**config.mk**
```make
export PLATFORM = sky130hd
export DESIGN_NAME = reg_bank_seq_flat
export DESIGN_NICKNAME = d
export VERILOG_FILES = /design/src/rtl/reg_bank_seq_pkg.sv /design/src/rtl/reg_bank_seq_if.sv /design/src/rtl/reg_bank_seq_access.sv /design/src/rtl/reg_bank_seq.sv /design/src/flat_wrapper.sv
export SDC_FILE = /design/constraint.sdc
export NUM_CORES = 1
export LEC_CHECK = 0
export ABC_CLOCK_PERIOD_IN_PS = 2900
export CORE_MARGIN = 4
export CORE_UTILIZATION = 40
export DETAILED_ROUTE_END_ITERATION = 10
export MAX_ROUTING_LAYER = met4
export PLACE_DENSITY = 0.67
export REMOVE_ABC_BUFFERS = 1
export SLEW_MARGIN = 20
export SYNTH_ARGS = -nofsm -noshare
export SYNTH_HDL_FRONTEND = slang
export SYNTH_SLANG_ARGS = --single-unit
```
**constraint.sdc**
```tcl
create_clock -name clk -period 2.9 [get_ports clk]
set_input_delay 0.435 -clock clk [delete_from_list [all_inputs] [get_ports clk]]
set_output_delay 0.435 -clock clk [all_outputs]
set_load 0.02 [all_outputs]
```
**src/rtl/reg_bank_seq_pkg.sv**
```systemverilog
// reg_bank_seq_pkg
// Shared definitions for the register-bank sequencer:
//   - default bank geometry and read latency
//   - command opcode encoding (op_t)
//   - top-level sequencer states (seq_state_t)
//   - access-engine states (acc_state_t)
//   - op_reads_first(): true when a command starts with a bank read
package reg_bank_seq_pkg;

  localparam int DATA_W_DEF = 8;
  localparam int ADDR_W_DEF = 2;
  localparam int RD_LAT_DEF = 1;
  localparam int OP_W       = 2;
  // Wide enough for the wait counter at the largest supported RD_LAT (3).
  localparam int CNT_W      = 2;

  typedef enum logic [OP_W-1:0] {
    OP_RD   = 2'd0,
    OP_WR   = 2'd1,
    OP_MOV  = 2'd2,
    OP_SWAP = 2'd3
  } op_t;

  // The top FSM only tracks which kind of access is in flight; the
  // SETUP/STROBE/WAIT timing of each access lives in the access engine.
  typedef enum logic [2:0] {
    ST_INIT  = 3'd0,
    ST_IDLE  = 3'd1,
    ST_READ  = 3'd2,
    ST_WRITE = 3'd3,
    ST_DONE  = 3'd4
  } seq_state_t;

  typedef enum logic [1:0] {
    ACC_IDLE   = 2'd0,
    ACC_SETUP  = 2'd1,
    ACC_STROBE = 2'd2,
    ACC_WAIT   = 2'd3
  } acc_state_t;

  function automatic logic op_reads_first(op_t op);
    return (op != OP_WR);
  endfunction

endpackage

```
**src/rtl/reg_bank_seq_if.sv**
```systemverilog
// reg_bank_seq_if
// Command channel between the instruction decoder (master) and the
// register-bank sequencer (slave).
//   cmd_valid/cmd_ready : command handshake
//   cmd_op/rs/rd/imm    : command fields, sampled on acceptance
//   done                : one-cycle completion pulse
//   rsp_data            : read result, valid with done
interface reg_bank_seq_if
  import reg_bank_seq_pkg::*;
#(
  parameter int DATA_W = DATA_W_DEF,
  parameter int ADDR_W = ADDR_W_DEF
);

  logic              cmd_valid;
  logic              cmd_ready;
  logic [OP_W-1:0]   cmd_op;
  logic [ADDR_W-1:0] cmd_rs;
  logic [ADDR_W-1:0] cmd_rd;
  logic [DATA_W-1:0] cmd_imm;
  logic              done;
  logic [DATA_W-1:0] rsp_data;

  modport master (
    output cmd_valid, cmd_op, cmd_rs, cmd_rd, cmd_imm,
    input  cmd_ready, done, rsp_data
  );

  modport slave (
    input  cmd_valid, cmd_op, cmd_rs, cmd_rd, cmd_imm,
    output cmd_ready, done, rsp_data
  );

endinterface

```
**src/rtl/reg_bank_seq_access.sv**
```systemverilog
// reg_bank_seq_access
// Single bank access engine. One start request produces
//   SETUP  : bank_sel (and bank_wdata for writes) driven, strobes low
//   STROBE : bank_en (read) or bank_load (write) high
//   WAIT   : RD_LAT cycles, reads only, strobes low, sel held
// Ports:
//   clk, reset_n            clock, async active-low reset
//   start, is_write         request a new access (taken when !busy)
//   sel, wdata              register select / write data for the request
//   busy                    a start would be ignored this cycle
//   rdata_valid, rdata      last WAIT cycle of a read; rdata is bank_rdata
//   bank_sel/en/load/wdata  registered bank strobe outputs
//   bank_rdata              bank read data
module reg_bank_seq_access
  import reg_bank_seq_pkg::*;
#(
  parameter int DATA_W = DATA_W_DEF,
  parameter int ADDR_W = ADDR_W_DEF,
  parameter int RD_LAT = RD_LAT_DEF
) (
  input  logic              clk,
  input  logic              reset_n,
  input  logic              start,
  input  logic              is_write,
  input  logic [ADDR_W-1:0] sel,
  input  logic [DATA_W-1:0] wdata,
  output logic              busy,
  output logic              rdata_valid,
  output logic [DATA_W-1:0] rdata,
  output logic [ADDR_W-1:0] bank_sel,
  output logic              bank_en,
  output logic              bank_load,
  output logic [DATA_W-1:0] bank_wdata,
  input  logic [DATA_W-1:0] bank_rdata
);

  acc_state_t        state, state_nxt;
  logic [CNT_W-1:0]  cnt, cnt_nxt;
  logic              wr_q, wr_nxt;
  logic [ADDR_W-1:0] sel_nxt;
  logic [DATA_W-1:0] wdata_nxt;
  logic              en_nxt, load_nxt;
  logic              last_rd;

  assign last_rd     = (state == ACC_WAIT) && (cnt == CNT_W'(RD_LAT - 1));
  assign rdata_valid = last_rd;
  assign rdata       = bank_rdata;

  // The final cycle of an access (write STROBE, last read WAIT) is not busy,
  // so the next access can start there and run back-to-back with no gap.
  assign busy = (state == ACC_SETUP) ||
                ((state == ACC_STROBE) && !wr_q) ||
                ((state == ACC_WAIT) && !last_rd);

  always_comb begin
    state_nxt = state;
    cnt_nxt   = cnt;
    wr_nxt    = wr_q;
    sel_nxt   = bank_sel;
    wdata_nxt = bank_wdata;
    en_nxt    = 1'b0;
    load_nxt  = 1'b0;

    case (state)
      ACC_IDLE: ;
      ACC_SETUP: begin
        state_nxt = ACC_STROBE;
        en_nxt    = !wr_q;
        load_nxt  = wr_q;
      end
      ACC_STROBE: begin
        if (wr_q) begin
          state_nxt = ACC_IDLE;
        end else begin
          state_nxt = ACC_WAIT;
          cnt_nxt   = '0;
        end
      end
      ACC_WAIT: begin
        if (last_rd) state_nxt = ACC_IDLE;
        else         cnt_nxt   = cnt + 1'b1;
      end
      default: state_nxt = ACC_IDLE;
    endcase

    // sel and wdata only ever change on entry to SETUP, where the strobes
    // are low, so no strobe can coincide with a select change.
    if (start && !busy) begin
      state_nxt = ACC_SETUP;
      wr_nxt    = is_write;
      sel_nxt   = sel;
      if (is_write) wdata_nxt = wdata;
      en_nxt    = 1'b0;
      load_nxt  = 1'b0;
    end
  end

  always_ff @(posedge clk or negedge reset_n) begin
    if (!reset_n) begin
      state      <= ACC_IDLE;
      cnt        <= '0;
      wr_q       <= 1'b0;
      bank_sel   <= '0;
      bank_wdata <= '0;
      bank_en    <= 1'b0;
      bank_load  <= 1'b0;
    end else begin
      state      <= state_nxt;
      cnt        <= cnt_nxt;
      wr_q       <= wr_nxt;
      bank_sel   <= sel_nxt;
      bank_wdata <= wdata_nxt;
      bank_en    <= en_nxt;
      bank_load  <= load_nxt;
    end
  end

endmodule

```
**src/rtl/reg_bank_seq.sv**
```systemverilog
// reg_bank_seq
// Sequencer that owns the strobe side of the 4x8 register bank. After reset
// it clears the bank once, then accepts one command at a time (RD, WR, MOV,
// SWAP) and expands it into reads/writes through reg_bank_seq_access.
// Ports:
//   clk, reset_n             clock, async active-low reset
//   cmd                      command channel (slave side): handshake,
//                            op/rs/rd/imm, done pulse and rsp_data
//   bank_sel/en/load/reset   registered bank strobes
//   bank_wdata, bank_rdata   bank data in / out
module reg_bank_seq
  import reg_bank_seq_pkg::*;
#(
  parameter int DATA_W = DATA_W_DEF,
  parameter int ADDR_W = ADDR_W_DEF,
  parameter int RD_LAT = RD_LAT_DEF
) (
  input  logic              clk,
  input  logic              reset_n,
  reg_bank_seq_if.slave     cmd,
  output logic [ADDR_W-1:0] bank_sel,
  output logic              bank_en,
  output logic              bank_load,
  output logic              bank_reset,
  output logic [DATA_W-1:0] bank_wdata,
  input  logic [DATA_W-1:0] bank_rdata
);

  seq_state_t        state, state_nxt;
  logic              phase, phase_nxt;
  op_t               op_q, op_nxt;
  logic [ADDR_W-1:0] rs_q, rs_nxt;
  logic [ADDR_W-1:0] rd_q, rd_nxt;
  logic [DATA_W-1:0] tmp_a, tmp_a_nxt;
  logic [DATA_W-1:0] tmp_b, tmp_b_nxt;
  logic [DATA_W-1:0] rsp_q, rsp_nxt;
  logic              ready_q, ready_nxt;
  logic              done_q, done_nxt;
  logic              clr_q, clr_nxt;

  logic              acc_start;
  logic              acc_is_write;
  logic [ADDR_W-1:0] acc_sel;
  logic [DATA_W-1:0] acc_wdata;
  logic              acc_busy;
  logic              acc_rdata_valid;
  logic [DATA_W-1:0] acc_rdata;

  logic              accept;
  op_t               cmd_op_dec;

  assign accept        = cmd.cmd_valid && ready_q;
  assign cmd_op_dec    = op_t'(cmd.cmd_op);
  assign cmd.cmd_ready = ready_q;
  assign cmd.done      = done_q;
  assign cmd.rsp_data  = rsp_q;
  assign bank_reset    = clr_q;

  reg_bank_seq_access #(
    .DATA_W (DATA_W),
    .ADDR_W (ADDR_W),
    .RD_LAT (RD_LAT)
  ) u_access (
    .clk         (clk),
    .reset_n     (reset_n),
    .start       (acc_start),
    .is_write    (acc_is_write),
    .sel         (acc_sel),
    .wdata       (acc_wdata),
    .busy        (acc_busy),
    .rdata_valid (acc_rdata_valid),
    .rdata       (acc_rdata),
    .bank_sel    (bank_sel),
    .bank_en     (bank_en),
    .bank_load   (bank_load),
    .bank_wdata  (bank_wdata),
    .bank_rdata  (bank_rdata)
  );

  // Next-state / next-output logic. Every access is launched in the same
  // cycle the previous one finishes, so the first access of a command starts
  // straight from the raw cmd fields at acceptance, and read results feed
  // the next write directly rather than waiting for tmp_a to settle.
  // phase picks the first or second read/write of a SWAP.
  always_comb begin
    state_nxt    = state;
    phase_nxt    = phase;
    op_nxt       = op_q;
    rs_nxt       = rs_q;
    rd_nxt       = rd_q;
    tmp_a_nxt    = tmp_a;
    tmp_b_nxt    = tmp_b;
    rsp_nxt      = rsp_q;
    ready_nxt    = ready_q;
    done_nxt     = 1'b0;
    clr_nxt      = 1'b0;
    acc_start    = 1'b0;
    acc_is_write = 1'b0;
    acc_sel      = rs_q;
    acc_wdata    = tmp_a;

    case (state)
      // clr_q doubles as the "clear already issued" marker.
      ST_INIT: begin
        if (!clr_q) begin
          clr_nxt = 1'b1;
        end else begin
          state_nxt = ST_IDLE;
          ready_nxt = 1'b1;
        end
      end

      ST_IDLE: begin
        if (accept) begin
          ready_nxt = 1'b0;
          op_nxt    = cmd_op_dec;
          rs_nxt    = cmd.cmd_rs;
          rd_nxt    = cmd.cmd_rd;
          phase_nxt = 1'b0;
          acc_start = 1'b1;
          if (op_reads_first(cmd_op_dec)) begin
            acc_sel   = cmd.cmd_rs;
            state_nxt = ST_READ;
          end else begin
            acc_is_write = 1'b1;
            acc_sel      = cmd.cmd_rd;
            acc_wdata    = cmd.cmd_imm;
            state_nxt    = ST_WRITE;
          end
        end
      end

      ST_READ: begin
        if (acc_rdata_valid) begin
          case (op_q)
            OP_MOV: begin
              tmp_a_nxt    = acc_rdata;
              acc_start    = 1'b1;
              acc_is_write = 1'b1;
              acc_sel      = rd_q;
              acc_wdata    = acc_rdata;
              state_nxt    = ST_WRITE;
            end
            OP_SWAP: begin
              acc_start = 1'b1;
              if (!phase) begin
                tmp_a_nxt = acc_rdata;
                acc_sel   = rd_q;
                phase_nxt = 1'b1;
              end else begin
                tmp_b_nxt    = acc_rdata;
                acc_is_write = 1'b1;
                acc_sel      = rd_q;
                acc_wdata    = tmp_a;
                phase_nxt    = 1'b0;
                state_nxt    = ST_WRITE;
              end
            end
            default: begin
              rsp_nxt   = acc_rdata;
              done_nxt  = 1'b1;
              state_nxt = ST_DONE;
            end
          endcase
        end
      end

      ST_WRITE: begin
        if (!acc_busy) begin
          if ((op_q == OP_SWAP) && !phase) begin
            acc_start    = 1'b1;
            acc_is_write = 1'b1;
            acc_sel      = rs_q;
            acc_wdata    = tmp_b;
            phase_nxt    = 1'b1;
          end else begin
            phase_nxt = 1'b0;
            done_nxt  = 1'b1;
            state_nxt = ST_DONE;
          end
        end
      end

      ST_DONE: begin
        state_nxt = ST_IDLE;
        ready_nxt = 1'b1;
      end

      default: state_nxt = ST_INIT;
    endcase
  end

  always_ff @(posedge clk or negedge reset_n) begin
    if (!reset_n) begin
      state   <= ST_INIT;
      phase   <= 1'b0;
      op_q    <= OP_RD;
      rs_q    <= '0;
      rd_q    <= '0;
      tmp_a   <= '0;
      tmp_b   <= '0;
      rsp_q   <= '0;
      ready_q <= 1'b0;
      done_q  <= 1'b0;
      clr_q   <= 1'b0;
    end else begin
      state   <= state_nxt;
      phase   <= phase_nxt;
      op_q    <= op_nxt;
      rs_q    <= rs_nxt;
      rd_q    <= rd_nxt;
      tmp_a   <= tmp_a_nxt;
      tmp_b   <= tmp_b_nxt;
      rsp_q   <= rsp_nxt;
      ready_q <= ready_nxt;
      done_q  <= done_nxt;
      clr_q   <= clr_nxt;
    end
  end

endmodule

```
**src/flat_wrapper.sv**
```systemverilog
// flat-port wrapper written by rule: the top's interface ports become plain ports
module reg_bank_seq_flat import reg_bank_seq_pkg::*;
#(
  parameter int DATA_W = DATA_W_DEF,
  parameter int ADDR_W = ADDR_W_DEF,
  parameter int RD_LAT = RD_LAT_DEF
)
  (clk, reset_n, bank_sel, bank_en, bank_load, bank_reset, bank_wdata, bank_rdata, cmd_cmd_valid, cmd_cmd_op, cmd_cmd_rs, cmd_cmd_rd, cmd_cmd_imm, cmd_cmd_ready, cmd_done, cmd_rsp_data);
  reg_bank_seq_if #(.DATA_W(DATA_W), .ADDR_W(ADDR_W)) cmd_i ();
  input  logic clk;
  input  logic reset_n;
  output logic [ADDR_W-1:0] bank_sel;
  output logic bank_en;
  output logic bank_load;
  output logic bank_reset;
  output logic [DATA_W-1:0] bank_wdata;
  input  logic [DATA_W-1:0] bank_rdata;
  input wire logic [$bits(cmd_i.cmd_valid)-1:0] cmd_cmd_valid;
  input wire logic [$bits(cmd_i.cmd_op)-1:0] cmd_cmd_op;
  input wire logic [$bits(cmd_i.cmd_rs)-1:0] cmd_cmd_rs;
  input wire logic [$bits(cmd_i.cmd_rd)-1:0] cmd_cmd_rd;
  input wire logic [$bits(cmd_i.cmd_imm)-1:0] cmd_cmd_imm;
  output wire logic [$bits(cmd_i.cmd_ready)-1:0] cmd_cmd_ready;
  output wire logic [$bits(cmd_i.done)-1:0] cmd_done;
  output wire logic [$bits(cmd_i.rsp_data)-1:0] cmd_rsp_data;
  assign cmd_i.cmd_valid = cmd_cmd_valid;
  assign cmd_i.cmd_op = cmd_cmd_op;
  assign cmd_i.cmd_rs = cmd_cmd_rs;
  assign cmd_i.cmd_rd = cmd_cmd_rd;
  assign cmd_i.cmd_imm = cmd_cmd_imm;
  assign cmd_cmd_ready = cmd_i.cmd_ready;
  assign cmd_done = cmd_i.done;
  assign cmd_rsp_data = cmd_i.rsp_data;
  reg_bank_seq #(.DATA_W(DATA_W), .ADDR_W(ADDR_W), .RD_LAT(RD_LAT)) u_core (.clk(clk), .reset_n(reset_n), .cmd(cmd_i), .bank_sel(bank_sel), .bank_en(bank_en), .bank_load(bank_load), .bank_reset(bank_reset), .bank_wdata(bank_wdata), .bank_rdata(bank_rdata));
endmodule
```
# ---- Yosys cells after proc, flatten, opt, wreduce, memory -nomap -nowiden
# Index checks and enable logic that the tools add are counted.
dict set report word_totals {
  register_bits 54
  output_inout_bits 23
  elab_cells 132
}
dict set report op_classes {
  add_sub_neg 1
  n_eq_ne 21
  mux 61
  n_bitwise 1
  n_reduce_logical 30
}
# operator n
set op_table {}
lappend op_table {{8-bit two-way mux} 7}
lappend op_table {{1-bit two-way mux} 26}
lappend op_table {{8-bit one-hot mux with 3 select lines} 1}
lappend op_table {{2-bit two-way mux} 9}
lappend op_table {{3-bit two-way mux} 6}
lappend op_table {{8-bit one-hot mux with 2 select lines} 1}
lappend op_table {{3-bit one-hot mux with 5 select lines} 1}
lappend op_table {{2-bit inequality test, second input constant} 6}
lappend op_table {{1-bit one-hot mux with 3 select lines} 4}
lappend op_table {{3-bit AND reduction} 3}
lappend op_table {{2-bit equality test, second input constant} 4}
lappend op_table {{2-bit by 1-bit inequality test with 1-bit output, second input constant} 4}
lappend op_table {{2-bit one-hot mux with 2 select lines} 2}
lappend op_table {{4-bit AND reduction} 2}
lappend op_table {{3-bit by 2-bit equality test with 1-bit output, second input constant} 2}
lappend op_table {{1-bit logical AND} 6}
lappend op_table {{3-bit by 2-bit inequality test with 1-bit output, second input constant} 2}
lappend op_table {{2-bit one-hot mux with 3 select lines} 1}
lappend op_table {{3-bit one-hot mux with 2 select lines} 1}
lappend op_table {{2-bit AND reduction} 3}
lappend op_table {{6-bit AND reduction} 1}
lappend op_table {{3-bit nonzero test} 2}
lappend op_table {{5-bit AND reduction} 1}
lappend op_table {{1-bit zero test} 4}
lappend op_table {{other kinds (12)} 15}

# ---- Longest topological paths before layout
# Gate-level depths: netlist of the first run.
dict set report depth {
  word_depth 10
  mapped_depth 8
  ltp_nobuf 7
}

# ---- Hierarchy
# A second synthesis of the first run with hierarchy kept.
dict set report hier_totals {
  cells_unflattened 254
  area_unflattened_um2 2961.6
}
# mod instances cells_per_inst area_per_inst_um2 seq_area_each_um2
set modules_own_cells {}
lappend modules_own_cells {reg_bank_seq 1 192 2187.1 925.9}
lappend modules_own_cells {reg_bank_seq_access 1 62 774.5 425.4}

# ---- Worst setup path after synthesis of the first run
# Ideal clock, no wire load.
dict set report synth_timing {
  path_kind {flip-flop to flip-flop}
  start {reg u_core.u_access.cnt[0]}
  end {reg u_core.u_access.bank_wdata[3]}
  t_arrival_ns 1.892
  t_required_ns 2.768
  slack_ns 0.876
  stages_incl_launch_ff 8
  n_path_buf 0
  synth_period_minus_slack_ns 2.024
  cell_sequence {dfrtp_1 inv_1 ha_1 nand3_1 nor3b_4 mux2_2 o21ai_0 a31oi_2}
}
dict set report synth_via {
  elab_chain_len 9
  word_cells_on_any_way 16
  cone_classes {8 x mux; 8 x reduce/logical}
}
# item line_no
set synth_rtl {}
lappend synth_rtl {{from (decl)} reg_bank_seq_access.sv:38} ;# logic [CNT_W-1:0] cnt, cnt_nxt;
lappend synth_rtl {{from (signal assigned)} reg_bank_seq_access.sv:109} ;# cnt <= cnt_nxt;
lappend synth_rtl {{2-bit zero test *} reg_bank_seq_access.sv:45} ;# assign last_rd = (state == ACC_WAIT) && (cnt == CNT_W'(RD_LAT - 1));
lappend synth_rtl {{1-bit logical AND *} reg_bank_seq_access.sv:45}
lappend synth_rtl {{1-bit zero test} reg_bank_seq_access.sv:53} ;# ((state == ACC_WAIT) && !last_rd);
lappend synth_rtl {{1-bit logical AND} reg_bank_seq_access.sv:53}
lappend synth_rtl {{1-bit logical OR} reg_bank_seq_access.sv:52} ;# ((state == ACC_STROBE) && !wr_q) ||
lappend synth_rtl {{1-bit two-way mux} reg_bank_seq.sv:169} ;# if (!acc_busy) begin
lappend synth_rtl {{1-bit one-hot mux with 3 select lines} reg_bank_seq.sv:102} ;# case (state)
lappend synth_rtl {{1-bit logical AND} reg_bank_seq_access.sv:88} ;# if (start && !busy) begin
lappend synth_rtl {{2-bit AND reduction (no line)} --}
lappend synth_rtl {{to (signal assigned)} reg_bank_seq_access.sv:112} ;# bank_wdata <= wdata_nxt;
lappend synth_rtl {{to (decl)} reg_bank_seq_access.sv:33} ;# output logic [DATA_W-1:0] bank_wdata,
# Mark *: on every way between the ends. The rest lies on a longest branch, timed or not.
# A chain may end at the register's enable or synchronous reset.

# ---- Worst setup path in the final report of the first run
# Same ends and word-level chain as after synthesis.

==> reports/metrics.cfg, run 1 <==
[status]
outcome=finished, final reports clean

[die]
initial_core_util=0.4147
die_h_um=92.16
ios=48
coreArea_sq_um=6832
fp.dieW_um=92.16
rows=30
dieArea_sq_um=8493

[critical_path]
ff2ff_path_depth=7
cp-end-kind=register
cp-start-kind=register
cp_slowest_stage_delay_ns=0.51
path_class=reg2reg
path_cells=inv_1 -> ha_1 -> nand3_1 -> nor3b_4 -> mux2_2 -> o21ai_0 -> a31oi_2
cp_slowest_cell=nor3b_4
required_ns=3.09
r2r_start=u_core.u_access.cnt[0]
rr_endpoint=u_core.u_access.bank_wdata[3]
path_delay_family=simple AND/OR/NAND/NOR gates
cp.arrival_ns=2.53
cp_num_buf_inv=1
r2r_slack_ns=0.56
crit_fanout=9

[timing]
slew_violations=0
fin_skew_ns=0.006659
final_hold_viol_count=0
rsz0062_at_grt=false
max-slew-margin-rel=0.5943
setup_violations=0
timing.fmax_ghz=0.4268
fin_crit_sh=0.8079
fin_tns_setup_ns=0
fin_hold_ws_ns=0.4478
setup_slack_ns=0.5572
worst_slew_pin_slew_ns=0.6086
fin_crit_ns=2.343

[clock_network]
clk_latency_ns=0.31
clock-sinks=54
cts_buffer_depth=2
cts_htree_levels=2
cts_buffers=5
cts_root_buffer=clkbuf_8
cts_tree=built
cts_resized=0
clk_pin_slew_ns=0.09

[yosys]
async_flop_share=1.000
yosysTopAreaCell=dfrtp_1
synthTopCellsByCount=dfrtp_1, mux2_2, nand2_1
synth_cell_types=48
synthTopCellsByArea=dfrtp_1, mux2_2, o21ai_0
yosysSeqAreaShare=0.4770
synth_top_area_frac=0.4770
post-synth-top-count-cell=dfrtp_1
ys_ff_latch=54
synth_flop_cell=dfrtp_1
synth-edff-count=0
synth.avg_cell_area_sq_um=10.98
syn_inst=258
yosysWarnings=0
netlist_area_sq_um=2833

[global_routing]
grt_overflow=0
antenna_found_initial=0
grt_max_degree=29
grt_pass1_wl_mm=11.46
grt_pass1_vias=2284
grt_use_total=0.1753

[routing]
wl_mm=6.609
vias=2151
drtIter0Drc=219
drcViolationCount=0
via_per_inst=5.337
drt.antenna.violating_nets=0
drt-pass1-iter-count=4
wire_per_inst_um=16.40

[finish]
antennaDiodeCount=0
layout-drive-gt1-share=0.2248
finalInstanceArea_sq_um=3511
final-instance-count-excl-fill=403
area_delta_synth_final_pct=23.94
fin_nets=332
fillers=671

[place]
dp_hpwl_mm=4.719
port-buffer-count=47
dp_slack_ns=0.5538
placed_area_sq_um=3395
gp_congestion=0.8983
dp.cells=394

[pwr]
vdd_ir_drop_max_mv=0.4067
power.density_nw_per_um2=821.4
p_leak_uw=0.001433

[hold_path]
min-delay-path-class=in2async

[run]
max_cap_violations=0

-- metrics by stage --
step | util | power, uW
floorplan | - | 1883
global placement | 0.4969 | 2378
detailed placement | 0.4969 | 2400
CTS | 0.5139 | 2905
global route | 0.5139 | 3096
finish | 0.5139 | 2884
-- layer usage --
| layer | vias to the layer above | track usage | routed length (um) |
|---|---|---|---|
| met3 | 8 | 0.03117 | 303 |
| met4 | 0 | 0.06683 | 110 |
| met5 | - | - | 0 |
| li1 | 1028 | - | - |
| met1 | 1059 | 0.2380 | 2992 |
| met2 | 56 | 0.2622 | 3202 |
-- final cells by class --
class                           instances  area (sq um)  share of cell area
Multi-Input combinational cell        183          1379              0.3927
Sequential cell                        54          1351              0.3849
Timing Repair Buffer                   55         528.0              0.1504
Tap cell                               96         120.1             0.03421
Clock buffer                            7         76.32             0.02174
Clock inverter                          1         30.03            0.008553
Inverter                                7         26.28            0.007484
-- power breakdown --
part           total (uW)  switching [uW]  internal (uW)
logic                1200             608            596
registers            1180             211            970
clock network         498             240            259
total                2880            1060           1830
-- how the worst max path moves through the flow --
stage | cells past startpoint | endpoint | startpoint
after floorplan | 7 | u_core.u_access.bank_wdata[5] | u_core.u_access.cnt[0]
after global placement | 6 | u_core.u_access.bank_wdata[3] | cmd_cmd_valid
after detailed placement | 7 | u_core.u_access.bank_wdata[3] | u_core.u_access.cnt[0]
after CTS | 7 | u_core.u_access.bank_wdata[3] | u_core.u_access.cnt[0]
after global routing | 7 | u_core.u_access.bank_wdata[3] | u_core.u_access.cnt[1]
final | 7 | u_core.u_access.bank_wdata[3] | u_core.u_access.cnt[0]
-- sequential cells by signal, indices dropped and copies added, names as in the netlist, 2 cells and up --
register and count:
u_core.state 3, u_core.u_access.bank_wdata 8, u_core.cmd.rsp_data 8, u_core.u_access.state 2, u_core.tmp_a 8, u_core.rd_q 2, u_core.rs_q 2, u_core.tmp_b 8
u_core.op_q 2, u_core.u_access.cnt 2, u_core.u_access.bank_sel 2
-- worst reg2reg max path, cell delays in order, from the launching register on --
cell and delay, ns:
dfrtp_1 0.42, inv_1 0.07, ha_1 0.30, nand3_1 0.22
nor3b_4 0.51, mux2_2 0.39, o21ai_0 0.21, a31oi_2 0.12
-- cell families after synthesis --
family,after synthesis,share of synthesized area
simple gates,70,0.1396
compound gates,61,0.1444
flops,54,0.4770
mux,51,0.1983
buf+inv,21,0.03622
fa+ha+maj,1,0.004416
-- cells in the final DEF (no fill, tap or decap), types with 7 or more instances in the layout --
cell / count
inv_1: 7
nor2_1: 14
mux2i_1: 10
a21oi_1: 11
dfrtp_1: 54
mux2_2: 41
clkdlybuf4s50_1: 46
buf_4: 7
a31oi_1: 7
nand2_1: 25
o21ai_0: 24
-- what timing repair did --
action,4_1_cts,5_1_grt
buffers inserted,0,0
hold buffers,1,0
endpoints found under the hold margin,2,0
No activity file was read; power rests on OpenSTA's default activity.
==> run 2, diff against run 1 <==
- ABC_CLOCK_PERIOD_IN_PS: 2900 -> 2400
- clock period: 2.9 -> 2.4 ns (I/O delays scaled with it)
==> reports/metrics.cfg, run 2 (synthesis gave the netlist of run 1 again) <==
[status]
outcome=finished, final reports clean  ; unchanged

[pwr]
p_seq_frac=0.412  ; was 0.410
vdd_ir_drop_max_mv=0.4093  ; was 0.4067 mV
pwr-share-clk=0.158  ; was 0.173
sw_frac_of_total=0.3763  ; was 0.3671
intPower_uw=2149  ; was 1825 uW
p_leak_uw=0.001471  ; was 0.001433 uW
combPwrFrac=0.429  ; was 0.417
power.density_nw_per_um2=966.3  ; was 821.4 nW/um^2
p_sw_uw=1297  ; was 1059 uW

[place]
dp_hpwl_mm=4.706  ; was 4.719 mm
placed_area_sq_um=3467  ; was 3395 sq um
gp_congestion=0.8739  ; was 0.8983
port-buffer-count=47  ; unchanged

[clock_network]
cts_tree=built  ; unchanged
cts_buffer_depth=2  ; unchanged
cts_resized=0  ; unchanged
postCtsHoldBufs=0  ; was 1
post_cts_buffers=0  ; unchanged
cts_htree_levels=2  ; unchanged
clock-sinks=54  ; unchanged
cts_buffers=5  ; unchanged
clk_pin_slew_ns=0.10  ; was 0.09 ns
clk_latency_ns=0.31  ; about the same
cts_root_buffer=clkbuf_8  ; unchanged

[critical_path]
cp-end-kind=register  ; unchanged
path_delay_family=simple AND/OR/NAND/NOR gates  ; unchanged
path_class=reg2reg  ; unchanged
r2r_start=u_core.u_access.cnt[0]  ; unchanged
path_cells=inv_1 -> ha_1 -> nand3_1 -> nor3b_4 -> buf_4 -> mux2_2 -> o21ai_0 -> a31oi_2  ; was inv_1 -> ha_1 -> nand3_1 -> nor3b_4 -> mux2_2 -> o21ai_0 -> a31oi_2
cp_slowest_cell=dfrtp_1  ; was nor3b_4
cp_slowest_stage_delay_ns=0.41  ; was 0.51 ns
cp.arrival_ns=2.35  ; was 2.53 ns
rr_endpoint=u_core.u_access.bank_wdata[3]  ; unchanged
required_ns=2.60  ; was 3.09 ns
crit_start=u_core.u_access.cnt[0]  ; unchanged
cp-start-kind=register  ; unchanged
crit_fanout=9  ; unchanged
ff2ff_path_depth=8  ; was 7
r2r_slack_ns=0.25  ; was 0.56 ns
cp_num_buf_inv=2  ; was 1

[global_routing]
grt_max_degree=29  ; unchanged
grt_pass1_wl_mm=10.74  ; was 11.46 mm
antenna_found_initial=0  ; unchanged
grt_use_total=0.1630  ; was 0.1753
grt_overflow=0  ; unchanged
grt_use_met1=0.2112  ; was 0.2380
grt_pass1_vias=2159  ; was 2284
grt_use_met2=0.2609  ; was 0.2622
use_met3=0.02871  ; was 0.03117
gr-max-usage-layer=met2  ; unchanged

[timing]
fin_crit_sh=0.8962  ; was 0.8079
max-slew-margin-rel=0.5898  ; was 0.5943
rsz0062_at_grt=false  ; unchanged
worst_slew_pin_slew_ns=0.6153  ; was 0.6086 ns
fin_crit_ns=2.151  ; was 2.343 ns
final_hold_viol_count=0  ; unchanged
timing.fmax_ghz=0.4649  ; was 0.4268 GHz
fin_tns_setup_ns=0  ; unchanged
fin_skew_ns=0.01251  ; was 0.006659 ns
setup_violations=0  ; unchanged
slew_violations=0  ; unchanged

[routing]
wl_mm=6.461  ; was 6.609 mm
drt.antenna.violating_nets=0  ; unchanged
drcViolationCount=0  ; unchanged
via_per_inst=5.317  ; was 5.337
wire_per_inst_um=15.76  ; was 16.40 um
vias=2180  ; was 2151
drtIter0Drc=125  ; was 219
drt-pass1-iter-count=4  ; unchanged

[finish]
mostFrequentLayoutCells=dfrtp_1, clkdlybuf4s50_1, mux2_2  ; unchanged
antennaDiodeCount=0  ; unchanged
fillers=642  ; was 671
multi_input_area_sq_um=1379  ; unchanged
mostFrequentLayoutCell=dfrtp_1  ; unchanged
area_delta_synth_final_pct=25.88  ; was 23.94%
fin_nets=339  ; was 332
seq_area_sq_um=1351  ; unchanged
layout-drive-gt1-share=0.2516  ; was 0.2248
finalInstanceArea_sq_um=3566  ; was 3511 sq um

[die]
die_h_um=92.16  ; unchanged
fp.dieW_um=92.16  ; unchanged
rows=30  ; unchanged
dieArea_sq_um=8493  ; unchanged
coreArea_sq_um=6832  ; unchanged
initial_core_util=0.4147  ; unchanged
ios=48  ; unchanged

[run]
max_cap_violations=0  ; unchanged

[hold_path]
min-delay-path-class=in2async  ; unchanged

## run 2: changes by cell type in the layout (fill, tap and decap cells not counted), sizes merged
| cell | delta |
|---|---|
| bufinv | -1 |
| dlygate4sd3 | -1 |
| inv | +1 |
| clkbuf | -1 |
| clkinvlp | +1 |
| buf | +8 |
## run 2: power by group through the flow
stage	registers (uW)	clock network [uW]	logic, uW
floorplan	1580	0	692
detailed placement	1430	0	1480
finish	1420	546	1480
global route	1460	599	1600
global placement	1430	0	1460
CTS	1420	565	1490
## run 2: final cells by class
type,instances,area share
tap,96,0.03368
inverter,7,0.007368
clock buffer,6,0.02316
clock inverter,2,0.004561
timing repair buffer,62,0.1656
sequential,54,0.3789
multi-input combinational,183,0.3867
## run 2: metrics by stage
step,total power (uW),worst slack [ns],util,std cells,hold slack (ns)
after floorplan,2275,0.2653,-,244,0.06441
after global placement,2888,0.2545,0.5075,402,0.4019
after detailed placement,2914,0.2176,0.5075,402,0.4074
after CTS,3471,0.2546,0.5220,410,0.06092
after global routing,3658,0.01882,0.5220,410,0.09483
final,3446,0.2491,0.5220,410,0.04935
## run 2: per-layer routing
metal  up-vias  part of all wire
met3         7             0.042
met1      1061              0.46
met5         -                 0
met4         0            0.0051
li1       1049                 -
met2        63              0.49
## run 2: how the worst max path moves through the flow
stage | end | cells past startpoint
after detailed placement | u_core.u_access.bank_sel[1] | 6
after floorplan | u_core.u_access.bank_wdata[5] | 7
after global placement | u_core.u_access.bank_sel[1] | 6
after CTS | u_core.u_access.bank_wdata[3] | 8
after global routing | u_core.u_access.bank_wdata[3] | 8
final | u_core.u_access.bank_wdata[3] | 8
## run 2: worst register-to-register path, cell delays in order (launching register included)
cell     delay (ns)
dfrtp_1        0.41
inv_1          0.06
ha_1           0.30
nand3_1        0.21
nor3b_4        0.22
buf_4          0.21
mux2_2         0.34
o21ai_0        0.19
a31oi_2        0.11
==> run 3, diff against run 2 <==
- HOLD_SLACK_MARGIN: default -> 0.05
==> results of run 3 <==
No change in the layout: final DEF, timing and power equal those of run 2.
